**config.mk**
```make
export PLATFORM = sky130hd
export DESIGN_NAME = point_bitmap_collector
export DESIGN_NICKNAME = d
export VERILOG_FILES = /design/src/rtl/raster_pkg.sv /design/src/rtl/point_bitmap_mem.sv /design/src/rtl/point_bitmap_collector.sv
export SDC_FILE = /design/constraint.sdc
export NUM_CORES = 1
export LEC_CHECK = 0
export ABC_AREA = 1
export CORE_MARGIN = 3
export CORE_UTILIZATION = 59
export DETAILED_ROUTE_END_ITERATION = 7
export PLACE_DENSITY = 0.8
export RECOVER_POWER = 50
export SETUP_SLACK_MARGIN = 0.4
export SYNTH_ARGS = -nofsm -noshare
export SYNTH_HDL_FRONTEND = slang
export SYNTH_SLANG_ARGS = --single-unit
export TNS_END_PERCENT = 5
```
**constraint.sdc**
```tcl
create_clock -name clk -period 3.6 [get_ports clk]
set_input_delay 0.72 -clock clk [delete_from_list [all_inputs] [get_ports clk]]
set_output_delay 0.72 -clock clk [all_outputs]
set_load 0.01 [all_outputs]
```
**src/rtl/raster_pkg.sv**
```systemverilog
// Shared definitions for the rasterizer point-collection slice:
// collector state encoding, default grid size and derived widths.
package raster_pkg;

  // Collector frame state
  typedef enum logic [1:0] {
    IDLE    = 2'd0,
    COLLECT = 2'd1,
    DUMP    = 2'd2
  } rasterState_e;

  // Default grid dimension (power of two, at least 2)
  localparam int RASTER_N     = 8;
  // Coordinate width for the default grid
  localparam int RASTER_CW    = $clog2(RASTER_N);
  // Point-count width: must hold 0 .. N*N inclusive
  localparam int RASTER_CNT_W = $clog2(RASTER_N * RASTER_N) + 1;

endpackage

```
**src/rtl/point_bitmap_mem.sv**
```systemverilog
// N x N occupancy flop array. One set port reports whether the
// addressed bit was already set, one combinational row-read port,
// and a synchronous clear that wipes the whole array.
module point_bitmap_mem #(
  parameter int N  = 8,
  parameter int CW = $clog2(N)
) (
  input  logic          clk,
  input  logic          reset,
  input  logic          setEn_i,
  input  logic [CW-1:0] setX_i,
  input  logic [CW-1:0] setY_i,
  output logic          wasSet_o,
  input  logic [CW-1:0] rdIdx_i,
  output logic [N-1:0]  rdData_o,
  input  logic          clear_i
);

  logic [N-1:0][N-1:0] bits_q;

  // Bit storage: clear wins over set so a frame never leaks into the next
  always_ff @(posedge clk or posedge reset) begin
    if (reset) begin
      bits_q <= '0;
    end else if (clear_i) begin
      bits_q <= '0;
    end else if (setEn_i) begin
      bits_q[setY_i][setX_i] <= 1'b1;
    end
  end

  assign wasSet_o = bits_q[setY_i][setX_i];
  assign rdData_o = bits_q[rdIdx_i];

endmodule

```
**src/rtl/point_bitmap_collector.sv**
```systemverilog
// Collects the rasterizer's interior points into an N x N bitmap for
// one triangle (framed by busy_in), then streams the bitmap out row by
// row over valid/ready and reports the number of distinct points.
// Optional feature macro: POINT_DUP_CHECK_EN enables the sticky
// duplicate-point flag dup_err; without it dup_err is tied low.
module point_bitmap_collector
  import raster_pkg::*;
#(
  parameter int N = RASTER_N
) (
  input  logic                        clk,
  input  logic                        reset,
  input  logic                        busy_in,
  input  logic                        po,
  input  logic [$clog2(N)-1:0]        xo,
  input  logic [$clog2(N)-1:0]        yo,
  output logic                        accept,
  output logic                        row_valid,
  input  logic                        row_ready,
  output logic [$clog2(N)-1:0]        row_idx,
  output logic [N-1:0]                row_data,
  output logic [$clog2(N*N):0]        pt_count,
  output logic                        done,
  output logic                        lost,
  output logic                        dup_err
);

  localparam int CW   = $clog2(N);
  localparam int CntW = $clog2(N * N) + 1;
  localparam logic [CntW-1:0] MaxCnt  = CntW'(N * N);
  localparam logic [CW-1:0]   LastRow = CW'(N - 1);

  rasterState_e    state_q, state_d;
  logic            busyS_q, busyPrev_q;
  logic [CW-1:0]   rowIdx_q, rowIdx_d;
  logic [CntW-1:0] count_q, count_d;
  logic [CntW-1:0] ptCount_q, ptCount_d;
  logic            done_q, done_d;
  logic            lost_q, lost_d;
  logic            memSetEn, memClear, wasSet;
  logic [N-1:0]    rowWord;

  point_bitmap_mem #(
    .N  (N),
    .CW (CW)
  ) u_mem (
    .clk      (clk),
    .reset    (reset),
    .setEn_i  (memSetEn),
    .setX_i   (xo),
    .setY_i   (yo),
    .wasSet_o (wasSet),
    .rdIdx_i  (rowIdx_q),
    .rdData_o (rowWord),
    .clear_i  (memClear)
  );

  // Register busy_in and its previous value; frame edges are judged from these
  always_ff @(posedge clk or posedge reset) begin
    if (reset) begin
      busyS_q    <= 1'b0;
      busyPrev_q <= 1'b0;
    end else begin
      busyS_q    <= busy_in;
      busyPrev_q <= busyS_q;
    end
  end

  // State, row pointer, counters and status flags
  always_ff @(posedge clk or posedge reset) begin
    if (reset) begin
      state_q   <= IDLE;
      rowIdx_q  <= '0;
      count_q   <= '0;
      ptCount_q <= '0;
      done_q    <= 1'b0;
      lost_q    <= 1'b0;
    end else begin
      state_q   <= state_d;
      rowIdx_q  <= rowIdx_d;
      count_q   <= count_d;
      ptCount_q <= ptCount_d;
      done_q    <= done_d;
      lost_q    <= lost_d;
    end
  end

  // Next-state logic: capture in COLLECT, stream rows in DUMP, wrap up on last row
  always_comb begin
    state_d   = state_q;
    rowIdx_d  = rowIdx_q;
    count_d   = count_q;
    ptCount_d = ptCount_q;
    done_d    = 1'b0;
    lost_d    = lost_q;
    memSetEn  = 1'b0;
    memClear  = 1'b0;
    case (state_q)
      IDLE: begin
        if (busyS_q && !busyPrev_q) state_d = COLLECT;
      end
      COLLECT: begin
        if (po) begin
          memSetEn = 1'b1;
          if (!wasSet && (count_q != MaxCnt)) count_d = count_q + CntW'(1);
        end
        if (!busyS_q && busyPrev_q) begin
          state_d  = DUMP;
          rowIdx_d = '0;
        end
      end
      DUMP: begin
        if (po) lost_d = 1'b1;
        if (row_ready) begin
          if (rowIdx_q == LastRow) begin
            ptCount_d = count_q;
            done_d    = 1'b1;
            memClear  = 1'b1;
            count_d   = '0;
            rowIdx_d  = '0;
            state_d   = IDLE;
          end else begin
            rowIdx_d = rowIdx_q + CW'(1);
          end
        end
      end
      default: state_d = IDLE;
    endcase
  end

`ifdef POINT_DUP_CHECK_EN
  logic dupErr_q;

  // Sticky flag for a point reported onto an already-set bit during COLLECT
  always_ff @(posedge clk or posedge reset) begin
    if (reset) begin
      dupErr_q <= 1'b0;
    end else if ((state_q == COLLECT) && po && wasSet) begin
      dupErr_q <= 1'b1;
    end
  end

  assign dup_err = dupErr_q;
`else
  assign dup_err = 1'b0;
`endif

  assign accept    = (state_q != DUMP);
  assign row_valid = (state_q == DUMP);
  assign row_idx   = rowIdx_q;
  assign row_data  = rowWord;
  assign pt_count  = ptCount_q;
  assign done      = done_q;
  assign lost      = lost_q;

endmodule
```
==> out/metrics.csv <==
stage,metric,value,unit
min_path,Hold Path Depth,0,
synth,Post-Syn Instances,675,
worst_setup_path,WS Path Type,flip-flop to output pin,
pwr,Pwr Density,574,mW/mm^2
sta,clock skew,12.5,ps
layout,post-route design area,0.00551,mm^2
sta,relative slew slack,-0.505,
synth,sequential share of the synthesized area,0.443,
layout,layout net count,713,
worst_setup_path,Worst Path Required,2880,ps
detailed_routing,met2 WL,6420,um
synth,Avg Inst Size Synth,7.28,um^2
worst_setup_path,CP Max Fanout,37,
job,MaxCap Viol Count,1,
floorplanning,# IOs,34,
floorplanning,Die Height,97.2,um
layout,diodes inserted,0,
clocking,CTS Sinks,87,
synth,Netlist cell types,33,
global_route,number of global-route vias before repair,4417,
clocking,TritonCTS buffer count,9,
sta,Worst Max-Slew Pin Slew,2250,ps
min_path,hold crit path type,flip-flop to flip-flop,
detailed_routing,total wire length,13800,um
pwr,Leak,2.67,nW
sta,Fmax achieved,319,MHz
sta,"Slew Viols, Final",48,
worst_setup_path,crit end category,output pin,
synth,Synth Warn #,0,
synth,post-synthesis cell area,0.00491,mm^2
detailed_routing,drt pass-1 iters,8,
clocking,clk_lat worst skew,360,ps
placement,HPWL Detailed,9050,um
clocking,Longest Clk Path Bufs,2,
outcome,outcome,finished with violations,
outcome,failing checks,"capacitance limit, slew limit",
clocking,CTS H-Tree Depth,3,
detailed_routing,wl on met1,5790,um
detailed_routing,Routed Antenna Nets,0,
placement,Final GP Congestion,0.918,
detailed_routing,via density per instance,5.88,
sta,setup_tns,0,ps
floorplanning,area of the core,0.00789,mm^2
sta,period utilization,0.872,
global_route,GRT overflow,0,
sta,final setup vio count,0,
detailed_routing,detailed-route DRC error count,0,
layout,layout cells sized above 1,0.0684,
worst_setup_path,CP Launch Type,flip-flop,
floorplanning,Initial Utilization,0.623,
floorplanning,Die ar.,0.00946,mm^2
detailed_routing,top routing layer in use,met4,
worst_setup_path,Worst EP arrival,2420,ps
pwr,VDD IR max,0.343,mV
placement,Placed Area,0.00528,mm^2
floorplanning,die width,97.2,um
placement,placed cells,787,
floorplanning,row count,32,
sta,Min Hold Slack,424,ps
global_route,first-pass GRT wire length,22100,um
global_route,antenna violations before repair,0,
global_route,Tot GR Track Use,0.288,
layout,Final Util,0.698,
layout,Final Non-Filler Cells,804,
detailed_routing,initial DRC count,541,
placement,Port Buffers,32,
detailed_routing,routed vias,4730,
layout,"Area growth, synth to finish",12.1,%
global_route,largest net degree at the start of global routing,69,
detailed_routing,drt wl/cell,17.1,um
clocking,clk root buf,clkbuf_8,
clocking,CTS tree,yes,
synth,"Net Count, Synth",690,
sta,final hold viol count,0,
clocking,Worst-path clk slew,80,ps
synth,"flops & latches, synth",87,
sta,post-layout min period,3140,ps
sta,RSZ-0062 raised after global routing,false,
worst_setup_path,Worst R2R Path Depth,8,
detailed_routing,Routed met3 length,1250,um
## worst max-delay path: stages (launching register included)
cell and delay, ps:
dfrtp_1 510, buf_6 330, o21ai_0 150, a221oi_1 460, a31oi_1 90, clkdlybuf4s50_1 520
## Yosys cell counts, drive strengths merged
cell type / instances / area [um^2]
clkinv: 1 / 3.75
buf: 19 / 151
dfrtp: 87 / 2180
o31ai: 1 / 7.51
o21ai: 45 / 225
a221oi: 5 / 43.8
xor2: 2 / 17.5
xnor2: 1 / 8.76
nand3: 27 / 135
nor3: 10 / 50.1
conb: 1 / 3.75
clkbuf: 16 / 60.1
o21bai: 1 / 7.51
inv: 77 / 294
nor3b: 2 / 15.0
nor4: 7 / 105
a21oi: 90 / 450
a31oi: 8 / 50.1
o211ai: 3 / 22.5
nand2: 223 / 852
ha: 4 / 50.1
nor2: 43 / 169
nand4: 2 / 12.5
## metrics by stage
stage | setup slack [ps] | total power, W
after floorplan | 630 | 0.00203
after global placement | 646 | 0.00239
after detailed placement | 620 | 0.00242
after CTS | 436 | 0.00312
after global routing | 434 | 0.00335
final | 460 | 0.00316
## layout make-up
cell class	instances	area, um^2
well taps	102	128
repair buffers	46	467
clock buffers	11	151
flip-flops and latches	87	2180
clock inverters	4	45.0
fillers	661	2380
multi-input cells	475	2230
inverters	78	303
repair inverters	1	7.51
## registers in the layout (all words and copies together), names as in the netlist
register and flops:
u_mem.bits_q 64, count_q 7, pt_count 7, row_idx 3
state_q 2, busyPrev_q 1, busyS_q 1, done 1
lost 1
## layout by cell type, fill, tap and decap left out, types with 2 or more instances in the layout
master,netlist,layout
a221oi_1,5,5
inv_1,73,71
inv_2,3,3
nor2_1,40,40
nand4_1,2,2
clkinv_2,0,3
nor3_1,10,10
nor3b_1,2,2
o21ai_1,3,3
nand3_1,27,27
clkdlybuf4s50_1,0,27
dfrtp_1,87,87
buf_4,6,10
ha_1,4,4
dlygate4sd3_1,0,5
nand2_4,2,2
a31oi_1,8,8
buf_12,2,3
nand2_1,221,221
clkbuf_8,0,11
nor2_2,3,2
xor2_1,2,2
nor4_2,5,5
o21ai_0,42,42
o211ai_1,3,3
a21oi_1,90,90
clkinvlp_4,0,2
nor4_4,2,2
## metal layers
metal	global-route usage	up-vias
li1	-	2212
met5	0	-
met1	0.396	2239
met2	0.455	248
met3	0.0567	31
met4	0.105	0
## cell families (layout without fill, tap and decap cells)
logic type / Yosys count / in the layout / share of synthesized area
compound gates: 153 / 153 / 0.164
xor+xnor: 3 / 3 / 0.00535
fa+ha+maj: 4 / 4 / 0.0102
buf+inv: 113 / 140 / 0.104
flops: 87 / 87 / 0.443
other cells: 1 / 1 / 0.000763
simple gates: 314 / 314 / 0.273
## path summary, 6_finish.rpt
| kind | slack, ps | startpoint | to |
|---|---|---|---|
| max | 460 | row_idx[0] | row_data[3] |
| min | 420 | busyS_q | busyPrev_q |
| max reg2reg | 1190 | state_q[0] | u_mem.bits_q[25] |
| min reg2reg | 420 | busyS_q | busyPrev_q |
| max in group asynchronous | 1170 | reset | u_mem.bits_q[54] |
| min in group asynchronous | 1410 | reset | u_mem.bits_q[32] |
## where the power goes
| part | switching (W) | internal (W) | leakage, nW | total, W |
|---|---|---|---|---|
| combinational | 0.000690 | 0.000446 | 1.58 | 0.00114 |
| clock | 0.000354 | 0.000352 | 0.105 | 0.000706 |
| sequential | 0.000134 | 0.00119 | 0.978 | 0.00132 |
| total | 0.00118 | 0.00199 | 2.67 | 0.00316 |
## timing repair
| item | in CTS | in global routing |
|---|---|---|
| setup buffers | 0 | 1 |
| gates resized for setup | 1 | 2 |
| gates cloned | 0 | 1 |
| hold buffers | 0 | 0 |
| endpoints found under the setup margin | 2 | 7 |
(Power assumes the default switching activity.)
